**config.mk**
```make
export PLATFORM = sky130hd
export DESIGN_NAME = matmul_stream_engine_flat
export DESIGN_NICKNAME = d
export VERILOG_FILES = /design/src/rtl/matmul_stream_engine_if.sv /design/src/rtl/matmul_stream_engine.sv /design/src/flat_wrapper.sv
export SDC_FILE = /design/constraint.sdc
export NUM_CORES = 2
export LEC_CHECK = 0
export ABC_AREA = 1
export CORE_AREA = 4 4 315 317
export DETAILED_ROUTE_END_ITERATION = 8
export DIE_AREA = 0 0 319 321
export PLACE_DENSITY = 0.52
export SYNTH_ARGS = -nofsm -noshare
export SYNTH_HDL_FRONTEND = slang
export SYNTH_SLANG_ARGS = --single-unit
```
**constraint.sdc**
```tcl
create_clock -name clk -period 10.6 [get_ports clk]
set_clock_uncertainty 0.2 [all_clocks]
set_input_delay 2.65 -clock clk [delete_from_list [all_inputs] [get_ports clk]]
set_output_delay 2.65 -clock clk [all_outputs]
set_load 0.005 [all_outputs]
```
**src/rtl/matmul_stream_engine_if.sv**
```systemverilog
// Stream bundle for the matmul engine: operand input and result output.
// Engine side uses the slave modport, the feeding/draining side uses master.
interface matmul_stream_engine_if #(
  parameter int DW  = 8,
  parameter int ACW = 18
);
  logic           in_valid;
  logic [DW-1:0]  in_data;
  logic           in_ready;
  logic           out_valid;
  logic [ACW-1:0] out_data;
  logic           out_last;
  logic           out_ready;

  modport master (
    output in_valid, in_data, out_ready,
    input  in_ready, out_valid, out_data, out_last
  );

  modport slave (
    input  in_valid, in_data, out_ready,
    output in_ready, out_valid, out_data, out_last
  );
endinterface

```
**src/rtl/matmul_stream_engine.sv**
```systemverilog
// Streamed M x K by K x N matrix multiplier with LANES row-parallel MACs.
// Loads A then B, computes C one row group/column at a time, drains C row-major.
module matmul_stream_engine #(
  parameter int DW    = 8,
  parameter int M     = 3,
  parameter int K     = 3,
  parameter int N     = 3,
  parameter int LANES = 3
) (
  input  logic clk,
  input  logic rst_n,
  input  logic start,
  input  logic signed_mode,
  matmul_stream_engine_if.slave s,
  output logic busy,
  output logic done
);
  localparam int ACW = 2*DW + $clog2(K);
  localparam int G   = M / LANES;
  localparam int MK  = M * K;
  localparam int KN  = K * N;
  localparam int MN  = M * N;

  function automatic int clw(input int v);
    return (v > 1) ? $clog2(v) : 1;
  endfunction

  localparam int LDW = clw((MK > KN) ? MK : KN);
  localparam int AIW = clw(MK);
  localparam int BIW = clw(KN);
  localparam int CIW = clw(MN);
  localparam int KW  = clw(K);
  localparam int JW  = clw(N);
  localparam int GW  = clw(G);

  localparam logic [LDW-1:0] LD_A_LAST = LDW'(MK - 1);
  localparam logic [LDW-1:0] LD_B_LAST = LDW'(KN - 1);
  localparam logic [KW-1:0]  K_LAST    = KW'(K - 1);
  localparam logic [JW-1:0]  J_LAST    = JW'(N - 1);
  localparam logic [GW-1:0]  G_LAST    = GW'(G - 1);
  localparam logic [CIW-1:0] O_LAST    = CIW'(MN - 1);

  localparam logic [2:0] S_IDLE    = 3'd0;
  localparam logic [2:0] S_LOAD_A  = 3'd1;
  localparam logic [2:0] S_LOAD_B  = 3'd2;
  localparam logic [2:0] S_COMPUTE = 3'd3;
  localparam logic [2:0] S_STORE   = 3'd4;
  localparam logic [2:0] S_DRAIN   = 3'd5;
  localparam logic [2:0] S_DONE    = 3'd6;

  if (M % LANES != 0) begin : g_bad_lanes
    $error("M must be a multiple of LANES");
  end
  if (K < 2) begin : g_bad_k
    $error("K must be at least 2");
  end

  logic [2:0]     state_q, state_d;
  logic           smode_q, smode_d;
  logic [LDW-1:0] ld_q, ld_d;
  logic [KW-1:0]  k_q, k_d;
  logic [JW-1:0]  j_q, j_d;
  logic [GW-1:0]  g_q, g_d;
  logic [CIW-1:0] o_q, o_d;
  logic [ACW-1:0] acc_q [LANES];
  logic [ACW-1:0] acc_d [LANES];

  logic [DW-1:0]  a_q [MK];
  logic [DW-1:0]  b_q [KN];
  logic [ACW-1:0] c_q [MN];

  logic           a_we, b_we, c_we;
  logic           in_fire, out_fire;
  logic [ACW-1:0] prod [LANES];
  logic [CIW-1:0] ci   [LANES];

  function automatic logic [ACW-1:0] ext(
    input logic [DW-1:0] v,
    input logic          sm
  );
    return sm ? {{(ACW-DW){v[DW-1]}}, v}
              : {{(ACW-DW){1'b0}}, v};
  endfunction

  for (genvar l = 0; l < LANES; l++) begin : g_lane
    logic [AIW-1:0] ai;
    logic [BIW-1:0] bi;
    logic [ACW-1:0] ea, eb;
    assign ai = AIW'((int'(g_q)*LANES + l)*K + int'(k_q));
    assign bi = BIW'(int'(k_q)*N + int'(j_q));
    assign ea = ext(a_q[ai], smode_q);
    assign eb = ext(b_q[bi], smode_q);
    // Truncation to ACW is exact: ACW covers the full K-term dot product.
    assign prod[l] = ea * eb;
    assign ci[l] = CIW'((int'(g_q)*LANES + l)*N + int'(j_q));
  end

  assign s.in_ready  = (state_q == S_LOAD_A) || (state_q == S_LOAD_B);
  assign s.out_valid = (state_q == S_DRAIN);
  assign s.out_data  = (state_q == S_DRAIN) ? c_q[o_q] : '0;
  assign s.out_last  = (state_q == S_DRAIN) && (o_q == O_LAST);
  assign busy        = (state_q != S_IDLE);
  assign done        = (state_q == S_DONE);

  assign in_fire  = s.in_valid && s.in_ready;
  assign out_fire = s.out_valid && s.out_ready;

  always_comb begin
    state_d = state_q;
    smode_d = smode_q;
    ld_d    = ld_q;
    k_d     = k_q;
    j_d     = j_q;
    g_d     = g_q;
    o_d     = o_q;
    a_we    = 1'b0;
    b_we    = 1'b0;
    c_we    = 1'b0;
    for (int l = 0; l < LANES; l++) begin
      acc_d[l] = acc_q[l];
    end
    unique case (state_q)
      S_IDLE: begin
        if (start) begin
          state_d = S_LOAD_A;
          smode_d = signed_mode;
          ld_d    = '0;
        end
      end
      S_LOAD_A: begin
        if (in_fire) begin
          a_we = 1'b1;
          if (ld_q == LD_A_LAST) begin
            state_d = S_LOAD_B;
            ld_d    = '0;
          end else begin
            ld_d = ld_q + 1'b1;
          end
        end
      end
      S_LOAD_B: begin
        if (in_fire) begin
          b_we = 1'b1;
          if (ld_q == LD_B_LAST) begin
            state_d = S_COMPUTE;
            ld_d    = '0;
            k_d     = '0;
            j_d     = '0;
            g_d     = '0;
          end else begin
            ld_d = ld_q + 1'b1;
          end
        end
      end
      S_COMPUTE: begin
        // k == 0 restarts the sum, which clears acc for each new (g,j).
        for (int l = 0; l < LANES; l++) begin
          acc_d[l] = ((k_q == '0) ? '0 : acc_q[l]) + prod[l];
        end
        if (k_q == K_LAST) begin
          state_d = S_STORE;
          k_d     = '0;
        end else begin
          k_d = k_q + 1'b1;
        end
      end
      S_STORE: begin
        c_we    = 1'b1;
        state_d = S_COMPUTE;
        if (j_q == J_LAST) begin
          j_d = '0;
          if (g_q == G_LAST) begin
            g_d     = '0;
            o_d     = '0;
            state_d = S_DRAIN;
          end else begin
            g_d = g_q + 1'b1;
          end
        end else begin
          j_d = j_q + 1'b1;
        end
      end
      S_DRAIN: begin
        if (out_fire) begin
          if (o_q == O_LAST) begin
            state_d = S_DONE;
            o_d     = '0;
          end else begin
            o_d = o_q + 1'b1;
          end
        end
      end
      S_DONE: begin
        state_d = S_IDLE;
      end
      default: begin
        state_d = S_IDLE;
      end
    endcase
  end

  always_ff @(posedge clk or negedge rst_n) begin
    if (!rst_n) begin
      state_q <= S_IDLE;
      smode_q <= 1'b0;
      ld_q    <= '0;
      k_q     <= '0;
      j_q     <= '0;
      g_q     <= '0;
      o_q     <= '0;
      for (int l = 0; l < LANES; l++) acc_q[l] <= '0;
    end else begin
      state_q <= state_d;
      smode_q <= smode_d;
      ld_q    <= ld_d;
      k_q     <= k_d;
      j_q     <= j_d;
      g_q     <= g_d;
      o_q     <= o_d;
      for (int l = 0; l < LANES; l++) acc_q[l] <= acc_d[l];
    end
  end

  always_ff @(posedge clk or negedge rst_n) begin
    if (!rst_n) begin
      for (int i = 0; i < MK; i++) a_q[i] <= '0;
      for (int i = 0; i < KN; i++) b_q[i] <= '0;
      for (int i = 0; i < MN; i++) c_q[i] <= '0;
    end else begin
      if (a_we) a_q[ld_q[AIW-1:0]] <= s.in_data;
      if (b_we) b_q[ld_q[BIW-1:0]] <= s.in_data;
      if (c_we) begin
        for (int l = 0; l < LANES; l++) c_q[ci[l]] <= acc_q[l];
      end
    end
  end
endmodule

```
**src/flat_wrapper.sv**
```systemverilog
// flat-port wrapper written by rule: the top's interface ports become plain ports
module matmul_stream_engine_flat 
#(
  parameter int DW    = 8,
  parameter int M     = 3,
  parameter int K     = 3,
  parameter int N     = 3,
  parameter int LANES = 3
)
  (clk, rst_n, start, signed_mode, busy, done, s_in_valid, s_in_data, s_out_ready, s_in_ready, s_out_valid, s_out_data, s_out_last);
  matmul_stream_engine_if #(.DW(DW), .ACW((18))) s_i ();
  input  logic clk;
  input  logic rst_n;
  input  logic start;
  input  logic signed_mode;
  output logic busy;
  output logic done;
  input wire logic [$bits(s_i.in_valid)-1:0] s_in_valid;
  input wire logic [$bits(s_i.in_data)-1:0] s_in_data;
  input wire logic [$bits(s_i.out_ready)-1:0] s_out_ready;
  output wire logic [$bits(s_i.in_ready)-1:0] s_in_ready;
  output wire logic [$bits(s_i.out_valid)-1:0] s_out_valid;
  output wire logic [$bits(s_i.out_data)-1:0] s_out_data;
  output wire logic [$bits(s_i.out_last)-1:0] s_out_last;
  assign s_i.in_valid = s_in_valid;
  assign s_i.in_data = s_in_data;
  assign s_i.out_ready = s_out_ready;
  assign s_in_ready = s_i.in_ready;
  assign s_out_valid = s_i.out_valid;
  assign s_out_data = s_i.out_data;
  assign s_out_last = s_i.out_last;
  matmul_stream_engine #(.DW(DW), .M(M), .K(K), .N(N), .LANES(LANES)) u_core (.clk(clk), .rst_n(rst_n), .start(start), .signed_mode(signed_mode), .s(s_i), .busy(busy), .done(done));
endmodule
```
After elaboration in Yosys (flattened, before gate mapping)
Index checks and enable logic that the tools add are counted.

Register bits after elaboration: 377. Bits of input ports: 14. Output and inout bits: 23.

$add $sub $neg: 17. $mul: 8. Magnitude comparators: 13. Eq/ne operators: 21. Multiplexer cells: 71. Bitwise logic cells: 9. Reduce and logical (&&, ||, !) cells: 23.

Operator list (number): bitwise mux 162 bit (3); 2-to-1 mux 18 bit (13); demux 18 bit (select 4 bit) (3); bitwise mux 72 bit (2); binary-select mux 8 bit (select 4 bit) (4); binary-select mux 18 bit (select 4 bit) (1); 2-to-1 mux 8 bit (9); multiplier 32 x 3 -> 4 bit, second input constant (2); adder 18 bit (3); multiplier 18 x 18 -> 18 bit (3); greater-or-equal comparator 5 bit, second input constant (9); inverter 4 -> 5 bit (9); adder 32 x 2 -> 32 bit, second input constant (1); adder 32 x 3 -> 32 bit, second input constant (1); demux 8 bit (select 4 bit) (1); 2-to-1 mux 3 bit (10); adder 4 x 3 -> 4 bit (7); 2-to-1 mux 4 bit (7); < comparator 5 x 1 -> 1 bit, second input constant (4); case mux 3 bit (6 select lines) (1); case mux 4 bit (2 select lines) (2); != test 2 bit, second input constant (6); != test 2 x 1 -> 1 bit, second input constant (5); equality test 3 bit, second input constant (3); 25 further kinds (53).

Depth between registers and ports, before layout
Depth in word-level cells: 11. Depth in mapped cells: 44.

Least setup slack after synthesis
OpenSTA, ideal clock, no wires.

Path kind: flip-flop to flip-flop. From: register u_core.k_q[1]. To: register u_core.acc_q[33] (netlist bit). Setup time: 0.130 ns. Data arrival time: 7.510 ns. Required time: 10.270 ns. Path slack: 2.760 ns. Stages on the path, launching flop included: 29. Period minus slack after synthesis: 7.840 ns. Cell sequence: dfrtp_1 fa_1 ha_1 fa_1 clkbuf_1 a32oi_1 o22ai_1 clkinv_1 buf_2 nor2_1 fa_1 fa_1 inv_1 fa_1 inv_1 fa_1 inv_1 fa_1 fa_1 inv_1 ha_1 a21oi_1 o21ai_0 a21o_1 a21oi_1 o21bai_1 or2_2 nand3_1 o21ai_0.

Cells in the longest elaborated chain, start to end: 9.

RTL lines: from (decl) (RTL line matmul_stream_engine.sv:61) `logic [KW-1:0] k_q, k_d;`; from (signal assigned) (RTL line matmul_stream_engine.sv:216) `k_q <= k_d;`; multiplier 2 x 2 -> 4 bit (RTL line matmul_stream_engine.sv:90) `assign bi = BIW'(int'(k_q)*N + int'(j_q));`; adder 4 x 3 -> 4 bit (RTL line matmul_stream_engine.sv:90); inverter 4 -> 5 bit (not written as such) (RTL line matmul_stream_engine.sv:92) `assign eb = ext(b_q[bi], smode_q);`; binary-select mux 8 bit (select 4 bit) (RTL line matmul_stream_engine.sv:92); 2-to-1 mux 8 bit (not written as such) (2 in series) (RTL line matmul_stream_engine.sv:92); 2-to-1 mux 18 bit (RTL line matmul_stream_engine.sv:81) `return sm ? {{(ACW-DW){v[DW-1]}}, v}`; multiplier 18 x 18 -> 18 bit (RTL line matmul_stream_engine.sv:94) `assign prod[l] = ea * eb;`; adder 18 bit * (RTL line matmul_stream_engine.sv:158) `acc_d[l] = ((k_q == '0) ? '0 : acc_q[l]) + prod[l];`; to (decl) (RTL line matmul_stream_engine.sv:65) `logic [ACW-1:0] acc_q [LANES];`.

Mark *: on every way between the ends. The rest lies on a longest branch, timed or not. The select of a mux whose other input is x is not followed. A chain may end at the register's enable or synchronous reset.

Worst setup path after layout
From: register u_core.k_q[1]. To: register u_core.acc_q[17] (netlist bit).

The elaborated chain is that of the path after synthesis.

==> results.yml <==
critical_path:
  critPathArrivalTime_ns: 9.25
  worstPathRequired_ns: 10.97
  startpoint_type: "flop"
  worstSetupEndpointType: "flop"
  crit_type: "flop to flop"
  cpLargestDelayFamily: "adder cells"
  cp_slowest_stage_delay_ns: 0.90
  slowest_stage: "fa_1"
  crit_buf_inv: 8
  path_max_fanout: 17
  regToRegStartpoint: "u_core.k_q[1]$_DFFE_PN0P_"
  crit_path_frequent_cell: "fa_1"
  r2r_cells: 31
  r2r_end: "u_core.acc_q[17]$_DFFE_PN0P_"
  rrSetupSlack_ns: 1.71
timing:
  slew_headroom: 0.196
  finalHoldViolCount: 0
  period_needed_ns: 8.89
  grt_setup_unrepaired: "no"
  fin_setup_tns_ns: 0
  whs_ns: 0.277
  setup-violations-final: 0
  fmax_mhz: 113
  maxSlewViolCount: 0
  period_share: 0.838
  tightest_slew_ns: 1.20
place:
  dpl.hpwl_microns: 75700
  gp_congestion: 0.841
  port_buffers: 36
floorplanning:
  pin_count: 37
  rows: 114
  dieArea_sq_mm: 0.102
  core_sq_mm: 0.0963
  die_h_microns: 321
  initial_utilization: 0.348
  fp.dieW_microns: 319
global_route:
  grt_pass1_vias: 27900
  antenna_found_initial: 1
  grt_max_degree: 156
  gr-total-overflow: 0
  grt_pass1_wl_microns: 167000
  grt_util_all_layers: 0.207
clocking:
  numCtsBuffers: 45
  clkTransAtPathRegs_ns: 0.06
  clock_latency_ns: 0.60
  clock-sinks: 376
  root_buffer: "clkbuf_16"
  cts_setup_buffers: 0
  postCtsHoldBufs: 0
  clock_path_buffers: 3
  htree_levels: 2
  tritoncts: "done"
  post_cts_resized: 0
drt:
  via_per_inst: 5.06
  drc: 0
  num_vias: 27800
  post_drt_wl_per_cell_microns: 19.1
  drt_iter0_drc: 2108
  routed_wl_microns: 105000
  ant_nets: 0
  drt_pass1_iterations: 6
logic_synthesis:
  yosys-top-cells-area: "dfrtp_1 (28%), fa_1 (18%), nand2_1 (9.2%)"
  yosys.area.top_type: "dfrtp_1"
  avgSynthCellArea_sq_um: 7.90
  yosys_warnings: 0
  syn_inst: 4240
  synthArstFlopShare: 1.00
  yosysMostFrequentCell: "nand2_1"
  synth_area_sq_mm: 0.0335
  ys.flop_type: "dfrtp_1"
  synth-edff-count: 0
  seq_area_frac_synth: 0.281
  synth_top_cell_area_share: 0.281
  synth_nets: 4782
  ys_types: 59
  synth_top_cells_by_count: "nand2_1 (822), inv_1 (751), o21ai_0 (504)"
  ys_ff_latch: 376
job:
  cap_viol_max_count: 0
finish:
  diodes: 0
  nNetsFinal: 4716
  final_layout_size_suffix_gt1_frac: 0.0489
  area_delta_synth_final_pct: 9.21
outcome:
  status: "finished clean"
hold_path:
  holdPathStages: 2
  worstHoldPathType: "flop to flop"
  hp-start: "u_core.c_q[22]$_DFFE_PN0P_"
  hold_end: "u_core.c_q[22]$_DFFE_PN0P_"
area by class of cell:
class / instances / area, sq um
Timing Repair Buffer: 85 / 746
Fill cell: 10100 / 59700
Multi-Input combinational cell: 2895 / 20400
Sequential cell: 376 / 9410
Clock inverter: 14 / 195
Inverter: 771 / 2900
Tap cell: 1276 / 1600
Clock buffer: 69 / 1370
worst max path at each step:
stage	start	endpoint	slack, ns	cells after the start
6_report	u_core.k_q[1]$_DFFE_PN0P_	u_core.acc_q[17]$_DFFE_PN0P_	1.71	31
5_1_grt	u_core.k_q[1]$_DFFE_PN0P_	u_core.acc_q[17]$_DFFE_PN0P_	1.17	31
4_1_cts	u_core.k_q[1]$_DFFE_PN0P_	u_core.acc_q[17]$_DFFE_PN0P_	1.70	30
3_5_place_dp	u_core.k_q[1]$_DFFE_PN0P_	u_core.acc_q[17]$_DFFE_PN0P_	1.68	30
3_3_place_gp	u_core.k_q[1]$_DFFE_PN0P_	u_core.acc_q[17]$_DFFE_PN0P_	1.76	30
2_1_floorplan	u_core.k_q[1]$_DFFE_PN0P_	u_core.acc_q[33]$_DFFE_PN0P_	2.76	28
per-layer routing:
metal	GRT usage	part of all wire
met1	0.289	0.47
met2	0.336	0.45
met3	0.0304	0.053
met4	0.0607	0.032
met5	0	0.00010
registers in the layout, indices dropped and copies added, names as in the netlist:
| signal | flops |
|---|---|
| u_core.c_q | 162 |
| u_core.k_q | 2 |
| u_core.j_q | 2 |
| u_core.a_q | 72 |
| u_core.o_q | 4 |
| u_core.ld_q | 4 |
| u_core.state_q | 3 |
| u_core.smode_q | 1 |
| u_core.acc_q | 54 |
| u_core.b_q | 72 |
tightest hold or removal path: cells and delay by family (launching register included):
kind | cells | cell delay, ns
flops | 1 | 0.34
simple gates | 2 | 0.10
stage by stage:
step           std cells  setup slack, ns  utilization  instance area, sq um
2_1_floorplan       4240             2.76            -                 33500
4_1_cts             5486             1.70        0.380                 36600
5_1_grt             5486             1.17        0.380                 36600
3_3_place_gp        5403             1.76        0.364                 35000
3_5_place_dp        5403             1.68        0.364                 35000
6_report            5486             1.71        0.380                 36600
cell usage in the layout (no fill, tap or decap), types with 21 or more instances in the layout:
| cell type | n |
|---|---|
| inv_1 | 748 |
| o21ai_0 | 504 |
| o211ai_1 | 57 |
| xor2_1 | 21 |
| nor2_1 | 316 |
| nand3_1 | 222 |
| ha_1 | 226 |
| dfrtp_1 | 374 |
| a21oi_1 | 171 |
| clkdlybuf4s50_1 | 35 |
| fa_1 | 302 |
| nand2_1 | 821 |
| or2_2 | 23 |
| buf_4 | 48 |
| xnor2_1 | 27 |
| o21a_1 | 48 |
| clkbuf_16 | 45 |
cells by family (layout without fill, tap and decap cells):
kind of cell	Yosys count	count (layout)	share of synthesized area
adders and majority gates	528	528	0.265
xor gates and xnor gates	50	50	0.0139
muxes	7	7	0.00235
and+or+nand+nor	1440	1440	0.177
AOI/OAI and AO/OA	870	870	0.149
buffers and inverters	969	939	0.112
DFF	376	376	0.281
Power is left out: the tool's default activity adds up to more than one toggle a clock period on the data nets, which glitch-free logic cannot reach.
